===== config.mk =====
export PLATFORM = sky130hd
export DESIGN_NAME = mips_exec_ctrl
export DESIGN_NICKNAME = d
export VERILOG_FILES = /design/src/rtl/mips_exec_ctrl.sv
export SDC_FILE = /design/constraint.sdc
export NUM_CORES = 1
export LEC_CHECK = 0
export CORE_AREA = 5 5 96 98
export DETAILED_ROUTE_END_ITERATION = 8
export DIE_AREA = 0 0 101 103
export SYNTH_ARGS = -nofsm -noshare
export SYNTH_HDL_FRONTEND = slang
export SYNTH_SLANG_ARGS = --single-unit

===== constraint.sdc =====
create_clock -name clk -period 5.11 [get_ports clk]
set_input_delay 1.022 -clock clk [delete_from_list [all_inputs] [get_ports clk]]
set_output_delay 1.022 -clock clk [all_outputs]
set_load 0.005 [all_outputs]

===== src/rtl/mips_exec_ctrl.sv =====
// -----------------------------------------------------------------------------
// mips_exec_ctrl
//   Multi-cycle execute controller for a small MIPS subset. It accepts one
//   instruction word per handshake, decodes it into register-file addresses,
//   immediate data, operand-mux select and ALU op code, waits one cycle for the
//   datapath to settle, then retires it with a write-enable / done pulse.
//   Sequence per instruction: IDLE -> DECODE -> EXEC -> WB -> IDLE (4 cycles).
//   Unsupported words retire early as IDLE -> DECODE -> IDLE with an illegal
//   pulse.
//
// Ports
//   clk          rising-edge clock
//   rst          synchronous active-high reset
//   instr_valid  instruction word on instr is valid
//   instr[31:0]  MIPS instruction word
//   instr_ready  controller can accept an instruction (IDLE and not in reset)
//   rgAddR1[4:0] register-file read address 1 (rs)
//   rgAddR2[4:0] register-file read address 2 (rt)
//   rgAddW[4:0]  register-file write address
//   Idata[15:0]  immediate field for the operand mux
//   slc          operand mux select (0 = register, 1 = immediate)
//   ctrl[3:0]    ALU operation code
//   ovf          ALU overflow flag, sampled at the edge leaving EXEC
//   reg_wen      register-file write enable (WB only)
//   done         one-cycle retire pulse (WB only)
//   illegal      one-cycle unsupported-instruction pulse
//   ovf_exc      one-cycle arithmetic-overflow pulse (WB only)
// -----------------------------------------------------------------------------
module mips_exec_ctrl (
    input  logic        clk,
    input  logic        rst,
    input  logic        instr_valid,
    input  logic [31:0] instr,
    output logic        instr_ready,
    output logic [4:0]  rgAddR1,
    output logic [4:0]  rgAddR2,
    output logic [4:0]  rgAddW,
    output logic [15:0] Idata,
    output logic        slc,
    output logic [3:0]  ctrl,
    input  logic        ovf,
    output logic        reg_wen,
    output logic        done,
    output logic        illegal,
    output logic        ovf_exc
);

    typedef enum logic [1:0] {
        IDLE   = 2'd0,
        DECODE = 2'd1,
        EXEC   = 2'd2,
        WB     = 2'd3
    } state_t;

    state_t      state_r, state_nx_s;
    logic [31:0] ir_r, ir_nx_s;
    logic [4:0]  rgaddr1_r, rgaddr1_nx_s;
    logic [4:0]  rgaddr2_r, rgaddr2_nx_s;
    logic [4:0]  rgaddrw_r, rgaddrw_nx_s;
    logic [15:0] idata_r, idata_nx_s;
    logic        slc_r, slc_nx_s;
    logic [3:0]  ctrl_r, ctrl_nx_s;
    logic        reg_wen_r, reg_wen_nx_s;
    logic        done_r, done_nx_s;
    logic        illegal_r, illegal_nx_s;
    logic        ovf_exc_r, ovf_exc_nx_s;
    logic [4:0]  dec_s;       // {legal, alu op}
    logic        ovf_hit_s;

    // Map an instruction word to {legal, ALU op}; unsupported words give legal=0.
    function automatic logic [4:0] decode_op(input logic [31:0] word);
        logic [4:0] res;
        res = 5'b0_0000;
        if (word[31:26] == 6'h00) begin
            case (word[5:0])
                6'h20:   res = 5'b1_0010;   // add
                6'h22:   res = 5'b1_0110;   // sub
                6'h24:   res = 5'b1_0000;   // and
                6'h25:   res = 5'b1_0001;   // or
                6'h27:   res = 5'b1_1100;   // nor
                6'h2A:   res = 5'b1_0111;   // slt
                default: res = 5'b0_0000;
            endcase
        end else begin
            case (word[31:26])
                6'h08:   res = 5'b1_0010;   // addi
                6'h0C:   res = 5'b1_0000;   // andi
                6'h0D:   res = 5'b1_0001;   // ori
                6'h0A:   res = 5'b1_0111;   // slti
                default: res = 5'b0_0000;
            endcase
        end
        return res;
    endfunction

    // Ready is combinational so it drops in the same cycle rst is raised.
    assign instr_ready = (state_r == IDLE) && !rst;

    assign rgAddR1 = rgaddr1_r;
    assign rgAddR2 = rgaddr2_r;
    assign rgAddW  = rgaddrw_r;
    assign Idata   = idata_r;
    assign slc     = slc_r;
    assign ctrl    = ctrl_r;
    assign reg_wen = reg_wen_r;
    assign done    = done_r;
    assign illegal = illegal_r;
    assign ovf_exc = ovf_exc_r;

    // Next-state, IR capture, decode-field load and retire-pulse generation.
    always_comb begin
        state_nx_s   = state_r;
        ir_nx_s      = ir_r;
        rgaddr1_nx_s = rgaddr1_r;
        rgaddr2_nx_s = rgaddr2_r;
        rgaddrw_nx_s = rgaddrw_r;
        idata_nx_s   = idata_r;
        slc_nx_s     = slc_r;
        ctrl_nx_s    = ctrl_r;
        reg_wen_nx_s = 1'b0;
        done_nx_s    = 1'b0;
        illegal_nx_s = 1'b0;
        ovf_exc_nx_s = 1'b0;
        dec_s        = decode_op(ir_r);
        // Only add/sub/addi map to op 2 or 6, so the op code identifies them.
        ovf_hit_s    = ((ctrl_r == 4'd2) || (ctrl_r == 4'd6)) && ovf;

        case (state_r)
            IDLE: begin
                if (instr_valid) begin
                    ir_nx_s    = instr;
                    state_nx_s = DECODE;
                end else begin
                    state_nx_s = IDLE;
                end
            end
            DECODE: begin
                if (dec_s[4]) begin
                    rgaddr1_nx_s = ir_r[25:21];
                    rgaddr2_nx_s = ir_r[20:16];
                    ctrl_nx_s    = dec_s[3:0];
                    if (ir_r[31:26] == 6'h00) begin
                        rgaddrw_nx_s = ir_r[15:11];
                        idata_nx_s   = 16'h0000;
                        slc_nx_s     = 1'b0;
                    end else begin
                        rgaddrw_nx_s = ir_r[20:16];
                        idata_nx_s   = ir_r[15:0];
                        slc_nx_s     = 1'b1;
                    end
                    state_nx_s = EXEC;
                end else begin
                    // Decode fields keep their previous values on an illegal word.
                    illegal_nx_s = 1'b1;
                    state_nx_s   = IDLE;
                end
            end
            EXEC: begin
                // Pulses are registered here so they are visible during WB.
                done_nx_s    = 1'b1;
                ovf_exc_nx_s = ovf_hit_s;
                reg_wen_nx_s = !ovf_hit_s && (rgaddrw_r != 5'd0);
                state_nx_s   = WB;
            end
            WB: begin
                state_nx_s = IDLE;
            end
            default: begin
                state_nx_s = IDLE;
            end
        endcase
    end

    // State and output registers with synchronous reset.
    always_ff @(posedge clk) begin
        if (rst) begin
            state_r   <= IDLE;
            ir_r      <= 32'h0000_0000;
            rgaddr1_r <= 5'd0;
            rgaddr2_r <= 5'd0;
            rgaddrw_r <= 5'd0;
            idata_r   <= 16'h0000;
            slc_r     <= 1'b0;
            ctrl_r    <= 4'd0;
            reg_wen_r <= 1'b0;
            done_r    <= 1'b0;
            illegal_r <= 1'b0;
            ovf_exc_r <= 1'b0;
        end else begin
            state_r   <= state_nx_s;
            ir_r      <= ir_nx_s;
            rgaddr1_r <= rgaddr1_nx_s;
            rgaddr2_r <= rgaddr2_nx_s;
            rgaddrw_r <= rgaddrw_nx_s;
            idata_r   <= idata_nx_s;
            slc_r     <= slc_nx_s;
            ctrl_r    <= ctrl_nx_s;
            reg_wen_r <= reg_wen_nx_s;
            done_r    <= done_nx_s;
            illegal_r <= illegal_nx_s;
            ovf_exc_r <= ovf_exc_nx_s;
        end
    end

endmodule


# Word level (Yosys, flattened, before mapping)
# Index checks and enable logic that the tools add are counted.
word_totals:
  in_bits: 36
  ff_bits: 74
  word_cells: 53
  out_inout_bits: 41
classes:
  n_eq_ne: 15
  mux: 11
  n_bitwise: 2
  reduce_logical: 13
ops:
  columns: ["op", "n"]
  rows:
  - ["== test 6 bit, second input constant", 6]
  - ["case mux 5 bit (6 select lines)", 1]
  - ["== test 6 x 4 -> 1 bit, second input constant", 4]
  - ["case mux 5 bit (4 select lines)", 1]
  - ["2-to-1 mux 16 bit", 1]
  - ["2-to-1 mux 5 bit", 2]
  - ["case mux 2 bit (4 select lines)", 1]
  - ["zero test 6 bit", 1]
  - ["nonzero test 5 bit", 1]
  - ["== test 2 bit, second input constant", 2]
  - ["== test 4 x 2 -> 1 bit, second input constant", 1]
  - ["== test 4 x 3 -> 1 bit, second input constant", 1]
  - ["2-to-1 mux 1 bit", 4]
  - ["AND reduction 2 bit", 2]
  - ["OR reduction 2 bit", 2]
  - ["logical AND 1 bit", 3]
  - ["== test 2 x 1 -> 1 bit, second input constant", 1]
  - ["zero test 1 bit", 2]
  - ["zero test 2 bit", 1]
  - ["2-to-1 mux 2 bit", 1]
  - ["NOT 1 bit", 2]
  - ["logical OR 1 bit", 1]

# Depth between registers and ports, before layout
# Gate-level depths: netlist of run 1.
depth:
  ltp_word: 5
  mapped_depth: 7

# Worst setup path before layout of run 1
# OpenSTA, ideal clock, no wires.
synth_timing:
  path_type: "input to output"
  from: "in rst"
  to: "out instr_ready"
  path_stages: 2
  path_slack_ps: 2727
  t_arrival_ps: 1361
  path_cell_list: "clkbuf_1 nor3_1"
synth_between:
  elab_chain_cells: 2
synth_lines:
  columns: ["element", "line_no", "source"]
  rows:
  - ["from (decl)", "31", "input logic rst,"]
  - ["zero test 1 bit", "97", "assign instr_ready = (state_r == IDLE) && !rst;"]
  - ["logical AND 1 bit", "97", null]
  - ["to (decl)", "34", "output logic instr_ready,"]
# Every way passes these cells.

# Worst setup path after layout of run 1
# Same ends and word-level chain as after synthesis.

==> results_dict.tcl, run 1 <==
set metrics [dict create \
    ir_worst_vdd_uv 123 \
    power.internal_mw 0.975 \
    outcome "complete, no violations" \
    synth_area_mm2 0.00314 \
    synth_seq_area_share_pct 47.1 \
    cts.path.max_buffers 2 \
    start_util_pct 37.5 \
    ys_seq_elements 74 \
    dp_slack_ns 2.30 \
    grt_pass1_vias 2848 \
    grt_start_max_net_pins 76 \
    portBuffers 76 \
    tritoncts "built" \
    synth_edf_count 0 \
    rows 34 \
    synthDistinctLibCells 45 \
    required_ns 4.09 \
    worstPathMaxFanout 2 \
    clockPowerShare_pct 40.5 \
    timing.slew.headroom_pct 18.6 \
    cts_resized 0 \
    top_layer "met4" \
    fin_worst_skew_ns 0.00925 \
    r2r_end "ctrl[2]$_SDFFE_PP0P_" \
    yosys_warnings 0 \
    critPathArrivalTime_ns 1.78 \
    grt.total_usage_pct 17.4 \
    hold_viol_final 0 \
    holdPathStages 2 \
    finalCritPeriodShare_pct 54.9 \
    dieHeight_um 103 \
    p_leak_nw 1.41 \
    powerDensity_mw_per_mm2 312 \
    synth_area_leaders "dfxtp_1 (47%), a21oi_1 (10%), nand2_1 (8.4%)" \
    hold_buffers 0 \
    worstMarginPinSlew_ns 1.22 \
    synth_top_area_share_pct 47.1 \
    cap_violations 0 \
    grt_pass1_wl_um 14500 \
    synthFlopType "dfxtp_1" \
    drive_gt1_share_pct 8.14 \
    multiInputGateArea_mm2 0.00151 \
    p_sw_mw 0.325 \
    hold_path_end "ir_r[7]$_SDFFE_PP0P_" \
    insertedDiodeCount 0 \
    first_pass_iters 5 \
    core_area_mm2 0.00838 \
    avgSynthCellArea_um2 8.56 \
    synth_most_common_cell "dfxtp_1" \
    path_class "input pin to primary output" \
    fp.dieW_um 101 \
    dpl.hpwl_um 5590 \
    endpoint_kind "primary output" \
    drt-total-wl_um 8820 \
    pwr-share-seq_pct 47.5 \
    vias 2933 \
    drtAntennaViolNets 0 \
    n_fill_cell 812 \
    clkSinkCount 74 \
    hp-class "flop to flop" \
    vias_per_cell 5.45 \
    hp-start "ir_r[7]$_SDFFE_PP0P_" \
    fin_nets 461 \
    root_buffer "clkbuf_8" \
    detail_route.wl_per_cell_um 16.4 \
    pin_count 77 \
    fin_tns_setup_ns 0 \
    synth_top_area_cell "dfxtp_1" \
    drc 0 \
    synthArstFlopShare_pct 0 \
    numCtsBuffers 9 \
    antenna_found_initial 0 \
    final-setup-viol-count 0 \
    fp.dieArea_mm2 0.0104 \
    rr_startpoint "ir_r[3]$_SDFFE_PP0P_" \
    placed_area_mm2 0.00392 \
    route.met3.wl_um 500 \
    setup_ws_ns 2.30 \
    drt_iter0_markers 123 \
    synthTopCellsByCount "dfxtp_1 (74), nand2_1 (70), a21oi_1 (63)" \
    fin_area_mm2 0.00416 \
    worstSetupStartpointType "input pin" \
    synth_fp_nets 403 \
    m1WireLength_um 4020 \
    fmax_mhz 356 \
    clk_latency_ns 0.35 \
    grt_setup_unrepaired "false" \
    overflow 0 \
    period_needed_ns 2.81 \
    syn_to_final_growth_pct 32.4 \
    synthCells 367 \
    postCtsSetupRepairBufs 0 \
    slew_viol_final 0 \
    htreeDepth 3 \
    dr_wl_met2_um 4180 \
    pwr-share-comb_pct 12.0 \
    regArea_mm2 0.00148 \
    place_congestion 0.803 \
    reg2reg_slack_ns 2.53 \
    reg2regPathDepth 4 \
    clkTransAtPathRegs_ns 0.08 \
    p_sw_share_pct 25.0 \
]
-- power by group through the flow --
stage / Clock [mW] / Combinational (mW) / Sequential (mW)
after CTS: 0.536 / 0.157 / 0.617
after global routing: 0.562 / 0.171 / 0.620
final: 0.527 / 0.156 / 0.617
after floorplan: 0 / 0.0979 / 0.624
after global placement: 0 / 0.155 / 0.630
after detailed placement: 0 / 0.156 / 0.630
-- layer usage --
metal  up-vias  GRT usage, %
met1      1404          24.0
met3         8          3.11
met5         -             0
met4         0          6.75
li1       1444             -
met2        77          27.0
-- critical path, cell delays in order --
cell and delay [ns]:
buf_2 0.11, nor3_1 0.13, clkdlybuf4s50_1 0.53
-- flip-flops by register name, summed over array words and instances (netlist names), named ones only --
| signal | count |
|---|---|
| reg_wen | 1 |
| done | 1 |
| Idata | 16 |
| rgAddR1 | 5 |
| illegal | 1 |
| ovf_exc | 1 |
| ctrl | 4 |
| state_r | 1 |
| ir_r | 32 |
| rgAddR2 | 5 |
| rgAddW | 5 |
| slc | 1 |
-- cells by family after synthesis --
| kind of cell | synth area share, % |
|---|---|
| buffers and inverters | 5.14 |
| AND/OR/NAND/NOR | 19.1 |
| flip-flops | 47.1 |
| multiplexers | 2.79 |
| AO/OA/AOI/OAI | 25.8 |
-- layout make-up --
type	count	share of cell area, %
clock buffer	12	3.97
clock inverter	4	1.74
inverter	2	0.180
multi-input combinational	257	36.2
sequential	74	35.6
tap	108	3.25
timing repair buffer	81	19.1
-- cells in the final DEF, fill, tap and decap left out, types with 3 or more instances in the layout --
cell type        synthesis  final
a221oi_1                 5      5
clkdlybuf4s50_1          0     75
o211ai_1                29     29
nor3_1                   4      4
nand2_1                 70     70
o2111ai_1               10     10
nand2b_1                 4      4
buf_4                    0      5
clkbuf_8                 0     12
a211oi_1                 4      4
o21ai_0                  3      3
mux2i_1                  5      5
a21oi_1                 63     63
nor2_1                   7      6
dfxtp_1                 74     74
nand3_1                 17     17
-- metrics by stage --
stage          utilization, %  power [mW]  std cells  hold WS (ns)
3_5_place_dp             46.8       0.786        522         0.447
3_3_place_gp             46.8       0.785        522         0.444
4_1_cts                  49.6        1.31        538         0.460
6_report                 49.6        1.30        538         0.459
5_1_grt                  49.6        1.35        538         0.470
2_1_floorplan               -       0.721        367         0.437
-- worst max-delay path by stage --
stage                     from           to  slack (ns)  cells after the start
after floorplan            rst  instr_ready        2.73                      2
after global placement     rst  instr_ready        2.32                      3
after detailed placement   rst  instr_ready        2.30                      3
after CTS                  rst  instr_ready        2.29                      3
after global routing       rst  instr_ready        2.25                      3
final                      rst  instr_ready        2.30                      3
Note: power is estimated with default switching activity, not from simulation.
==> run 2, diff against run 1 <==
clock period = 2.7 ns   (was 5.11 ns; I/O delays follow)
==> run 2 against run 1 <==
- wire length grew 0.16%
- global-route usage is essentially flat
- worst hold slack improved by 0.0012 ns
- design area down 0.30%
- combinational power grew 94%
- clock skew rose by 0.0058 ns
- critical path type is now flop to flop
- utilization shrank 0.15 points
- worst setup slack got worse by 1.7 ns
- largest cell class unchanged
- critical endpoint is now ctrl[0]$_SDFFE_PP0P_
- first-iteration DRC count rose by 14%
==> results_dict.tcl, run 2 (same netlist as run 1, synthesis figures left out) <==
set metrics [dict create \
    hold_viol_final 0 \
    detail_route.wl_per_cell_um 16.3 \
    drive_gt1_share_pct 9.20 \
    required_ns 2.94 \
    endpoint_kind "flop" \
    grt_setup_unrepaired "false" \
    fmax_mhz 482 \
    drt_iter0_markers 140 \
    insertedDiodeCount 0 \
    regMostFlops "ir_r" \
    postCtsSetupRepairBufs 0 \
    place_congestion 0.875 \
    holdPathStages 2 \
    reg2regPathDepth 4 \
    outcome "complete, no violations" \
    timing.slew.headroom_pct 49.3 \
    drc 0 \
    fp.dieArea_mm2 0.0104 \
    htreeDepth 3 \
    grt_start_max_net_pins 76 \
    vias_per_cell 5.35 \
    cap_violations 0 \
    path_class "flop to flop" \
    pwr-share-comb_pct 13.3 \
    start_util_pct 37.5 \
    finalCritPeriodShare_pct 76.8 \
    slew_viol_final 0 \
    worstSetupStartpointType "flop" \
    clkSinkCount 74 \
    fp.dieW_um 101 \
    clockPowerShare_pct 35.2 \
    grt_pass1_vias 2828 \
    portBuffers 76 \
    antenna_found_initial 0 \
    largest_reg_flops 32 \
    hold_path_end "ir_r[7]$_SDFFE_PP0P_" \
    syn_to_final_growth_pct 32.0 \
    fin_nets 466 \
    drtAntennaViolNets 0 \
    clk_latency_ns 0.35 \
    ir_worst_vdd_uv 255 \
    first_pass_iters 4 \
    tritoncts "built" \
    vias 2907 \
    reg2reg_slack_ns 0.63 \
    pin_count 77 \
    rr_startpoint "ir_r[29]$_SDFFE_PP0P_" \
    cts.path.max_buffers 2 \
    grt_pass1_wl_um 14300 \
    cts_resized 0 \
    layout_common_cells "clkdlybuf4s50_1 (75), dfxtp_1 (74), nand2_1 (70)" \
    final_common_cell "clkdlybuf4s50_1" \
    grt.total_usage_pct 17.4 \
    final-setup-viol-count 0 \
    worstMarginPinSlew_ns 0.761 \
    dpl.hpwl_um 5860 \
    critPathArrivalTime_ns 2.31 \
    worstPathMaxFanout 31 \
    hold_buffers 0 \
    overflow 0 \
    numCtsBuffers 9 \
    powerDensity_mw_per_mm2 548 \
    dp_slack_ns 0.656 \
    p_sw_share_pct 28.4 \
    hp-start "ir_r[7]$_SDFFE_PP0P_" \
    p_leak_nw 1.41 \
    power.internal_mw 1.63 \
    p_sw_mw 0.646 \
    fin_worst_skew_ns 0.0151 \
    dieHeight_um 103 \
    period_needed_ns 2.07 \
    fin_tns_setup_ns 0 \
    core_area_mm2 0.00838 \
    pwr-share-seq_pct 51.4 \
    root_buffer "clkbuf_8" \
    clkTransAtPathRegs_ns 0.08 \
    r2r_end "ctrl[0]$_SDFFE_PP0P_" \
    setup_ws_ns 0.627 \
    hp-class "flop to flop" \
    rows 34 \
    drt-total-wl_um 8830 \
]
==> run 2: changes by cell type in the layout (fill, tap and decap cells not counted) <==
cell | previous run | this run
buf_4 | 5 | 10
clkinv_4 | 0 | 3
bufinv_16 | 2 | 0
clkbuf_8 | 12 | 10
clkinv_2 | 1 | 0
clkinvlp_4 | 1 | 2
inv_6 | 0 | 1
==> run 2: final cells by class <==
type	instances	area, um^2
Tap cell	108	135
Clock inverter	6	50.0
Fill cell	836	4230
Inverter	2	7.51
Timing Repair Buffer	86	831
Sequential cell	74	1480
Clock buffer	10	138
Multi-Input combinational cell	257	1510
==> run 2: power groups by stage <==
| stage | Clock [mW] | Combinational, mW | Sequential, mW |
|---|---|---|---|
| after floorplan | 0 | 0.185 | 1.18 |
| after global placement | 0 | 0.303 | 1.19 |
| after detailed placement | 0 | 0.304 | 1.19 |
| after CTS | 0.819 | 0.305 | 1.17 |
| after global routing | 0.871 | 0.333 | 1.18 |
| final | 0.800 | 0.303 | 1.17 |
==> run 2: metal layers <==
metal  track usage [%]  wire length (um)
met4              5.73                92
met5                 0                 0
met2              27.5              4250
met3              4.87               459
met1              23.0              4020
==> run 2: stage by stage <==
stage	instances	total power, mW	instance area (um^2)	hold WS (ns)	util [%]
floorplan	367	1.37	3140	0.437	-
global placement	527	1.50	3960	0.443	47.3
detailed placement	527	1.50	3960	0.449	47.3
CTS	543	2.29	4150	0.461	49.5
global route	543	2.38	4150	0.481	49.5
finish	543	2.27	4150	0.460	49.5
==> run 2: worst max path at each step <==
stage                                startpoint              endpoint  slack, ns  cells after the start
after floorplan           ir_r[29]$_SDFFE_PP0P_  ctrl[0]$_SDFFE_PP0P_       0.97                      4
after global placement    ir_r[29]$_SDFFE_PP0P_  ctrl[0]$_SDFFE_PP0P_       0.70                      4
after detailed placement  ir_r[29]$_SDFFE_PP0P_  ctrl[0]$_SDFFE_PP0P_       0.66                      4
after CTS                 ir_r[29]$_SDFFE_PP0P_  ctrl[0]$_SDFFE_PP0P_       0.65                      4
after global routing      ir_r[26]$_SDFFE_PP0P_  ctrl[2]$_SDFFE_PP0P_       0.53                      4
final                     ir_r[29]$_SDFFE_PP0P_  ctrl[0]$_SDFFE_PP0P_       0.63                      4
==> run 2: critical path, cell delays in order (launching register included) <==
cell and delay (ns):
dfxtp_1 0.41, or3b_4 0.44, or3_4 0.55, a21boi_4 0.23, mux2_4 0.32
